### config.mk
export PLATFORM = sky130hd
export DESIGN_NAME = shift_sequencer
export DESIGN_NICKNAME = d
export VERILOG_FILES = /design/src/rtl/shift_sequencer.sv
export SDC_FILE = /design/constraint.sdc
export NUM_CORES = 1
export LEC_CHECK = 0
export BUFFER_PORTS_ARGS = -buffer_cell sky130_fd_sc_hd__clkbuf_2
export CORE_UTILIZATION = 25
export DETAILED_ROUTE_END_ITERATION = 12
export HOLD_SLACK_MARGIN = 0.05
export SLEW_MARGIN = 40
export SYNTH_ARGS = -nofsm -noshare
export SYNTH_HDL_FRONTEND = slang
export SYNTH_SLANG_ARGS = --single-unit
### constraint.sdc
create_clock -name clk -period 1.3 [get_ports clk]
set_input_delay 0 -clock clk [delete_from_list [all_inputs] [get_ports clk]]
set_output_delay 0 -clock clk [all_outputs]
set_load 0.02 [all_outputs]
### src/rtl/shift_sequencer.sv
// shift_sequencer: command-driven shift register controller with done pulse and abort
module shift_sequencer #(
  parameter int WIDTH = 4,
  parameter int CNT_W = 3
) (
  input  logic             clk,
  input  logic             rst,
  input  logic             cmd_valid,
  output logic             cmd_ready,
  input  logic [WIDTH-1:0] cmd_data,
  input  logic             cmd_dir,
  input  logic [CNT_W-1:0] cmd_count,
  input  logic             cmd_fill,
  input  logic             abort,
  output logic [WIDTH-1:0] par_out,
  output logic             ser_out,
  output logic             busy,
  output logic             done
);
  typedef enum logic [1:0] {IDLE, SHIFT, DONE} state_t;
  localparam logic [CNT_W-1:0] MAX_CNT = CNT_W'(WIDTH);
  state_t           state_q, state_d;
  logic [WIDTH-1:0] sreg_q, sreg_d;
  logic [CNT_W-1:0] rem_q, rem_d;
  logic             ser_q, ser_d, dir_q, dir_d, fill_q, fill_d;
  always_comb begin
    state_d = state_q;
    sreg_d  = sreg_q;
    rem_d   = rem_q;
    ser_d   = ser_q;
    dir_d   = dir_q;
    fill_d  = fill_q;
    case (state_q)
      IDLE: if (cmd_valid && !abort) begin
        sreg_d  = cmd_data;
        dir_d   = cmd_dir;
        fill_d  = cmd_fill;
        rem_d   = cmd_count > MAX_CNT ? MAX_CNT : cmd_count;
        state_d = rem_d == '0 ? DONE : SHIFT;
      end
      SHIFT: if (abort) begin
        state_d = IDLE;
        rem_d   = '0;
      end else begin
        sreg_d  = dir_q ? {fill_q, sreg_q[WIDTH-1:1]} : {sreg_q[WIDTH-2:0], fill_q};
        ser_d   = dir_q ? sreg_q[0] : sreg_q[WIDTH-1];
        rem_d   = rem_q - 1'b1;
        state_d = rem_q == CNT_W'(1) ? DONE : SHIFT;
      end
      default: state_d = IDLE;
    endcase
  end
  always_ff @(posedge clk) begin
    if (rst) begin
      state_q <= IDLE;
      sreg_q  <= '0;
      rem_q   <= '0;
      ser_q   <= 1'b0;
      dir_q   <= 1'b0;
      fill_q  <= 1'b0;
    end else begin
      state_q <= state_d;
      sreg_q  <= sreg_d;
      rem_q   <= rem_d;
      ser_q   <= ser_d;
      dir_q   <= dir_d;
      fill_q  <= fill_d;
    end
  end
  assign par_out   = sreg_q;
  assign ser_out   = ser_q;
  assign busy      = state_q != IDLE;
  assign done      = state_q == DONE;
  assign cmd_ready = state_q == IDLE && !abort;
endmodule
==> summary.txt, run 1 <==
Detailed routing
  – Routed vias: 665
  – Via-to-Cell Ratio: 4.716
  – Initial DRT Pass Iterations: 4
  – WL/cell: 11.57 um
  – Remaining antenna violation count: 0
  – Remaining DRCs: 0
  – Routed WL: 1631 um
  – Violation count after the first detailed-route iteration: 11

Critical path
  – Crit path buffers/inverters: 1
  – Critical path depth in cells: 5
  – Worst path arrival time: 1.43 ns
  – Worst path slowest cell: dfxtp_2
  – CP Capture Type: flop
  – Critical Path RT: 1.51 ns
  – Crit Path Max Fanout: 3
  – Crit-path cells: inv_1 > ha_1 > nor3_1 > nor3_1 > a211oi_2
  – Reg-to-reg slack, setup: 0.08 ns
  – Crit path max-delay family: flip-flops
  – Slowest stage delay, CP: 0.34 ns
  – Crit-path most repeated cell: nor3_1
  – Startpoint type of the worst setup path: flop
  – R2R depth: 5
  – Critical path class: flop to flop

Logic synthesis
  – Mapped Area: 718.2 um^2
  – EDFF count, synth: 0
  – Main synth FF type: dfxtp_1
  – Synth top area cells: dfxtp_1 33%, mux2i_1 7.0%, a21oi_1 6.3%
  – Area leader, netlist: dfxtp_1
  – Mapped Cells: 83
  – FF+latch count, synth: 12
  – Post-Syn Area per Cell: 8.653 um^2
  – Post-synth ARST share: 0%
  – Total number of yosys warnings: 0
  – Yosys top cell area share: 33.45%
  – Mapped Nets: 98
  – Sequential fraction of the synthesis area: 33.45%
  – Yosys cell types: 26

Job
  – Max-cap violation count: 0

Die
  – Core Rows: 19
  – Die Span Y: 55.60 um
  – CORE AREA: 0.002734 mm^2
  – Num ports: 21
  – Initial core utilization: 26.27%
  – Die X-Extent: 55.60 um
  – Die Area: 0.003091 mm^2

Clock network
  – Setup Fix Bufs, Post-CTS: 0
  – Clock sink total: 12
  – Root Buffer: clkbuf_4
  – Clock transition at path regs: 0.08 ns
  – H-tree levels: 1
  – Clock buffer count from CTS: 3
  – CTS tree: done
  – Clk Latency, worst-skew pair: 0.28 ns
  – CTS max path bufs: 2

GRT
  – Initial antenna violation count: 0
  – Largest net degree at the start of global routing: 13
  – Vias in the first global route: 646
  – GRT Util Overall: 11.58%
  – Grt ovf: 0
  – First-pass GRT wire length: 2739 um

Final layout
  – Most common cell after layout, fill and taps aside: clkbuf_2
  – Antenna cell count: 0
  – # nets final: 126
  – Final cell count without fillers: 141
  – Area delta synth->final: 30.66%
  – Final core utilization: 34.32%
  – FF/Latch Area: 242.7 um^2
  – Combined area of the multi-input logic cells: 441.7 um^2
  – Layout cell share with drive strength beyond 1: 33.64%
  – Most frequent cells in the layout: 19 x clkbuf_2, 11 x nand2_1, 10 x dfxtp_1, 9 x a21oi_1, 7 x nor3_1
  – Number of fill cells: 281

STA
  – Max-Slew Margin vs Limit: 78.97%
  – Max Slew Vio Count: 0
  – Skew final: 0.004289 ns
  – Hold Slack: 0.05546 ns
  – Setup TNS: 0 ns
  – RSZ-0062 raised after global routing: no
  – Period Utilization, post-route: 93.88%
  – Crit path time final: 1.220 ns
  – Final Hold Fails: 0
  – Final setup vio count: 0
  – FMAX: 0.8194 GHz
  – Worst slew pin tran: 0.3134 ns

Place
  – Cells after DPL: 132
  – Placer Congestion: 0.8509
  – Port-buffer cells: 20
  – DP Wirelength: 1242 um

Hold path
  – Type of the worst min-delay path: input pin to flop
  – WHS Path Cells: 3

Outcome
  – Status: finished clean

Power
  – Leakage: 0.3640 nW
  – VDD IR max: 383.9 uV
  – Total Power: 944.9 uW
  – Pwr Density: 1007 mW/mm^2
-- Yosys cell counts (2+ instances only) --
cell type and number:
nor3b_2 2, dfxtp_1 12, nor2b_1 2, o211ai_1 4, nor3_1 7, nand2_1 11, ha_1 2, buf_6 2
a21oi_1 9, nand2b_1 3, nand3_1 2, o21ai_1 2, inv_1 3, nor2_1 4, a211oi_2 3, mux2i_1 5
-- logic make-up after synthesis --
family / Yosys count / synth area share, %
and+or+nand+nor: 35 / 27.35
AOI/OAI and AO/OA: 22 / 22.82
DFF: 12 / 33.45
buffers and inverters: 7 / 5.922
muxes: 5 / 6.969
adders and majority gates: 2 / 3.484
-- path summary, 6_finish.rpt --
| path | startpoint | end |
|---|---|---|
| setup / recovery | rem_q[0] | rem_q[1] |
| hold / removal | cmd_data[3] | par_out[3] |
| setup reg to reg | rem_q[0] | rem_q[1] |
| hold reg to reg | par_out[0] | par_out[0] |
-- area by class of cell --
| cell class | instances | share of cell area [%] |
|---|---|---|
| Tap cell | 31 | 4.133 |
| Timing Repair Buffer | 27 | 17.87 |
| Clock buffer | 4 | 3.867 |
| Sequential cell | 12 | 25.87 |
| Inverter | 3 | 1.200 |
| Multi-Input combinational cell | 64 | 47.07 |
-- worst register-to-register path, stage by stage (launching register included) --
cell      delay, ns
dfxtp_2        0.34
inv_1          0.08
ha_1           0.30
nor3_1         0.17
nor3_1         0.08
a211oi_2       0.19
-- what timing repair did --
| item | in CTS | in global routing |
|---|---|---|
| endpoints found under the setup margin | 1 | 4 |
| pin swaps | 0 | 0 |
| hold buffers | 5 | 0 |
| hold endpoints to repair | 4 | 0 |
| gates resized for setup | 1 | 4 |
-- state kept, by name, indices dropped and copies added (netlist names) --
| name | cells |
|---|---|
| dir_q | 1 |
| par_out | 4 |
| state_q | 2 |
| fill_q | 1 |
| rem_q | 3 |
| ser_out | 1 |
-- per-layer routing --
metal	share of wire, %	track usage, %	wire length [um]
met1	49	13.62	798
met2	45	18.42	732
met3	3.5	2.558	57
met4	2.6	8.571	42
met5	0	0	0
-- metrics by stage --
stage          instance area, um^2  setup slack (ns)
6_report                     938.4           0.07954
5_1_grt                      938.4           0.01216
4_1_cts                      933.4          0.009674
3_5_place_dp                 840.8           0.05522
3_3_place_gp                 840.8           0.06667
2_1_floorplan                718.2           0.08485
-- report_power, final --
part | switching (mW) | internal, mW | leakage, nW
clock | 0.134 | 0.170 | 0.0210
sequential | 0.0229 | 0.392 | 0.0991
combinational | 0.124 | 0.101 | 0.244
total | 0.282 | 0.663 | 0.364
Power figures use the tool's default switching activity.
==> run 2: changes to the inputs <==
Clock period 1.3 ns to 1.2 ns, I/O delays scaled along.
==> summary.txt, run 2 (synthesis results as in run 1) <==
STA
  – RSZ-0062 raised after global routing: yes
  – Hold Slack: 0.04459 ns
  – Skew final: 0.003464 ns
  – Worst slew pin tran: 0.3068 ns
  – Max-Slew Margin vs Limit: 79.41%
  – Final Hold Fails: 0
  – FMAX: 0.8459 GHz
  – Final setup vio count: 0
  – Crit path time final: 1.182 ns
  – Period Utilization, post-route: 98.51%
  – Max Slew Vio Count: 0

Die
  – Core Rows: 19
  – Initial core utilization: 26.27%
  – Die X-Extent: 55.60 um
  – CORE AREA: 0.002734 mm^2
  – Die Span Y: 55.60 um
  – Die Area: 0.003091 mm^2
  – Num ports: 21

Clock network
  – Clock sink total: 12
  – CTS max path bufs: 2
  – H-tree levels: 1
  – Clk Latency, worst-skew pair: 0.27 ns
  – Clock buffer count from CTS: 3
  – Root Buffer: clkbuf_4
  – CTS tree: done
  – Clock transition at path regs: 0.08 ns

Detailed routing
  – Remaining antenna violation count: 0
  – Routed vias: 713
  – Remaining DRCs: 0
  – Initial DRT Pass Iterations: 4
  – Via-to-Cell Ratio: 4.917
  – WL/cell: 12.08 um
  – Routed WL: 1751 um
  – Violation count after the first detailed-route iteration: 23

Final layout
  – Layout cell share with drive strength beyond 1: 42.11%
  – Final Cell Area: 979.7 um^2
  – Most frequent cells in the layout: 19 x clkbuf_2, 11 x nand2_1, 9 x a21oi_1, 8 x dfxtp_1, 8 x buf_4
  – Most common cell after layout, fill and taps aside: clkbuf_2
  – Antenna cell count: 0
  – Area delta synth->final: 36.41%
  – # nets final: 131
  – Max FFs per register: 4

Place
  – DP Wirelength: 1280 um
  – Port-buffer cells: 20
  – Placer Congestion: 0.7679
  – Area after DPL: 877.1 um^2

GRT
  – Grt ovf: 0
  – Initial antenna violation count: 0
  – Vias in the first global route: 680
  – Largest net degree at the start of global routing: 13
  – GRT Util Overall: 11.94%
  – First-pass GRT wire length: 2911 um

Critical path
  – CP Capture Type: flop
  – Crit path buffers/inverters: 1
  – Worst path arrival time: 1.38 ns
  – Critical path class: flop to flop
  – Crit Path Max Fanout: 3
  – Crit path max-delay family: flip-flops
  – Crit-path cells: inv_2 > ha_1 > nor3_2 > nor3_1 > a211oi_2
  – Critical Path RT: 1.40 ns
  – Worst path slowest cell: dfxtp_1
  – Slowest stage delay, CP: 0.32 ns
  – Startpoint type of the worst setup path: flop

Power
  – VDD IR max: 337.6 uV
  – Leakage: 0.3898 nW
  – Pwr Density: 997.6 mW/mm^2

Outcome
  – Status: finished clean

Hold path
  – Type of the worst min-delay path: input pin to flop

Job
  – Max-cap violation count: 0
[run 2: what timing repair did]
| action | CTS | global route |
|---|---|---|
| setup buffers | 1 | 2 |
| setup endpoints to repair | 2 | 7 |
| hold buffers | 3 | 0 |
| pin swaps | 1 | 2 |
| gates resized for setup | 4 | 7 |
| endpoints found under the hold margin | 3 | 0 |
[run 2: per-layer routing]
layer  vias up  wire length [um]  track usage (%)  share of wire (%)
li1        358                 -                -                  -
met1       338               773            13.81                 44
met2        15               886            20.83                 51
met3         2                62            1.628                3.5
met4         0                28            7.143                1.6
met5         -                 0                0                  0
[run 2: tightest hold or removal path: stages]
cell      delay (ns)
clkbuf_2        0.12
nand3_1         0.10
a21oi_1         0.06
[run 2: layout make-up]
class,instances,area (um^2)
timing repair buffer,32,210.2
inverter,3,11.26
multi-input combinational,64,449.2
sequential,12,247.7
tap,31,38.79
clock buffer,3,22.52
fill,273,1754
[run 2: through the flow]
stage                     setup TNS (ns)  total power, mW  util [%]  cells  setup WS [ns]
after floorplan                        0           0.6195         -     83        0.04984
after global placement                 0           0.6982     32.08    136        0.05325
after detailed placement               0           0.7042     32.08    136       0.006788
after CTS                              0           0.9672     34.69    143       0.006561
after global routing            -0.04492            1.027     35.84    145       -0.03127
final                                  0           0.9773     35.84    145        0.01786
[run 2: worst paths after layout]
kind	startpoint	to	slack [ns]	cells past startpoint
setup / recovery	rem_q[1]	rem_q[1]	0.02	5
hold reg to reg	par_out[2]	par_out[2]	0.49	2
setup reg to reg	rem_q[1]	rem_q[1]	0.02	5
hold / removal	cmd_valid	dir_q	0.04	3
[run 2: report_power, final]
| part | switching, mW | internal [mW] | leakage (nW) |
|---|---|---|---|
| Sequential | 0.0239 | 0.424 | 0.100 |
| Clock | 0.133 | 0.116 | 0.0138 |
| Combinational | 0.148 | 0.133 | 0.276 |
==> run 3: changes to the inputs <==
Settings changed: CORE_UTILIZATION 25 to 49, PLACE_DENSITY set to 0.76, SETUP_SLACK_MARGIN set to 0.3.
==> summary.txt, run 3 (synthesis results as in run 1) <==
Clock network
  – H-tree levels: 1
  – Clock sink total: 12
  – Clock buffer count from CTS: 3
  – Clock transition at path regs: 0.07 ns
  – CTS tree: done
  – Clk Latency, worst-skew pair: 0.27 ns
  – CTS max path bufs: 2
  – Root Buffer: clkbuf_4

STA
  – Final Hold Fails: 0
  – Crit path time final: 1.144 ns
  – Skew final: 0.006876 ns
  – RSZ-0062 raised after global routing: yes
  – Max Slew Vio Count: 0
  – FMAX: 0.8738 GHz
  – Final WS setup: 0.05557 ns
  – Final setup vio count: 0
  – Worst slew pin tran: 0.3341 ns
  – Period Utilization, post-route: 95.37%
  – Setup TNS: 0 ns
  – Max-Slew Margin vs Limit: 77.73%

Power
  – Leakage: 0.3937 nW
  – VDD IR max: 872.3 uV
  – Pwr Density: 969.4 mW/mm^2
  – Total Power: 1.004 mW

Critical path
  – Worst path arrival time: 1.14 ns
  – Crit-path cells: buf_6 > nor3_4 > clkbuf_8
  – Critical path class: flop to output pin
  – Crit Path Max Fanout: 4
  – Slowest stage delay, CP: 0.36 ns
  – Reg2reg end: fill_q
  – R2R depth: 6
  – Critical Path RT: 1.20 ns
  – Startpoint type of the worst setup path: flop
  – CP Capture Type: output pin
  – Reg-to-reg slack, setup: 0.08 ns
  – Worst path slowest cell: dfxtp_4
  – Reg2reg start: state_q[0]

Die
  – CORE AREA: 0.001334 mm^2
  – Die Area: 0.001623 mm^2
  – Die Span Y: 40.29 um
  – Initial core utilization: 53.85%
  – Die X-Extent: 40.29 um
  – Num ports: 21
  – Core Rows: 13

GRT
  – GRT Util Overall: 25.32%
  – Vias in the first global route: 598
  – Initial antenna violation count: 0
  – Grt ovf: 0
  – First-pass GRT wire length: 2649 um
  – Largest net degree at the start of global routing: 13

Final layout
  – Number of fill cells: 77
  – Combined area of the multi-input logic cells: 525.5 um^2
  – Antenna cell count: 0
  – Most frequent cells in the layout: 18 x clkbuf_2, 8 x nand2_1, 8 x dfxtp_1, 7 x a21oi_1, 5 x mux2i_1
  – Max FFs per register: 4
  – Most common cell after layout, fill and taps aside: clkbuf_2
  – Final cell count without fillers: 127
  – Layout cell share with drive strength beyond 1: 54.46%
  – FF/Latch Area: 250.2 um^2
  – Area delta synth->final: 44.25%
  – # nets final: 129

Detailed routing
  – Routed WL: 1837 um
  – Initial DRT Pass Iterations: 4
  – Via-to-Cell Ratio: 5.528
  – Remaining antenna violation count: 0
  – Violation count after the first detailed-route iteration: 12
  – Remaining DRCs: 0
  – Routed vias: 702
  – WL/cell: 14.46 um

Outcome
  – Status: finished clean

Place
  – Placer Congestion: 0.7408
  – DP Wirelength: 1146 um
  – Cells after DPL: 115
  – Setup WS pre-CTS: 0.03020 ns
  – Port-buffer cells: 20

Job
  – Max-cap violation count: 0

Hold path
  – Type of the worst min-delay path: input pin to flop
  – HP Start: cmd_data[3]
  – Hold EP: par_out[3]
  – WHS Path Cells: 3
## run 3: worst max-delay path, delay by kind of cell (launching register included)
kind,cells,cell delay [ns]
flops,1,0.36
buf+inv,2,0.31
simple gates,1,0.20
## run 3: per-stage QoR
step	util (%)	instance area, um^2	hold slack [ns]
detailed placement	61.73	823.3	0.2446
CTS	74.02	987.2	0.05444
floorplan	-	728.2	0.04182
global route	77.67	1036	0.05764
finish	77.67	1036	0.05055
global placement	61.73	823.3	0.2470
## run 3: what timing repair did
action                                  CTS  global route
resized for setup                        18            11
endpoints found under the hold margin     4             0
hold buffers                              4             0
pin swaps                                 8             4
setup buffers                             4             1
endpoints found under the setup margin   15            15
## run 3: layout make-up
type	instances	area share (%)
clock buffers	3	2.174
well taps	15	1.812
flip-flops and latches	12	24.15
multi-input cells	64	50.72
inverters	3	1.087
repair buffers	30	20.05
## run 3: how the worst max path moves through the flow
| stage | from | endpoint | slack [ns] | cells past startpoint |
|---|---|---|---|---|
| after floorplan | state_q[0] | rem_q[0] | 0.09 | 6 |
| after global placement | state_q[0] | rem_q[1] | 0.05 | 4 |
| after detailed placement | rem_q[0] | rem_q[1] | 0.03 | 5 |
| after CTS | state_q[0] | cmd_ready | 0.09 | 3 |
| after global routing | state_q[0] | cmd_ready | 0.01 | 3 |
| final | state_q[0] | cmd_ready | 0.06 | 3 |
## run 3: where the power goes
group | internal (mW) | leakage (nW) | switching [mW]
clock | 0.116 | 0.0138 | 0.126
sequential | 0.423 | 0.100 | 0.0265
combinational | 0.145 | 0.279 | 0.168
total | 0.684 | 0.394 | 0.320
## run 3: per-layer routing
| layer | vias to the layer above | GRT usage, % | wire length, um | part of all wire, % |
|---|---|---|---|---|
| met3 | 2 | 10.56 | 88 | 4.8 |
| met5 | - | 0 | 0 | 0 |
| met4 | 0 | 3.333 | 10 | 0.54 |
| li1 | 355 | - | - | - |
| met1 | 326 | 30.23 | 822 | 45 |
| met2 | 19 | 43.15 | 915 | 50 |
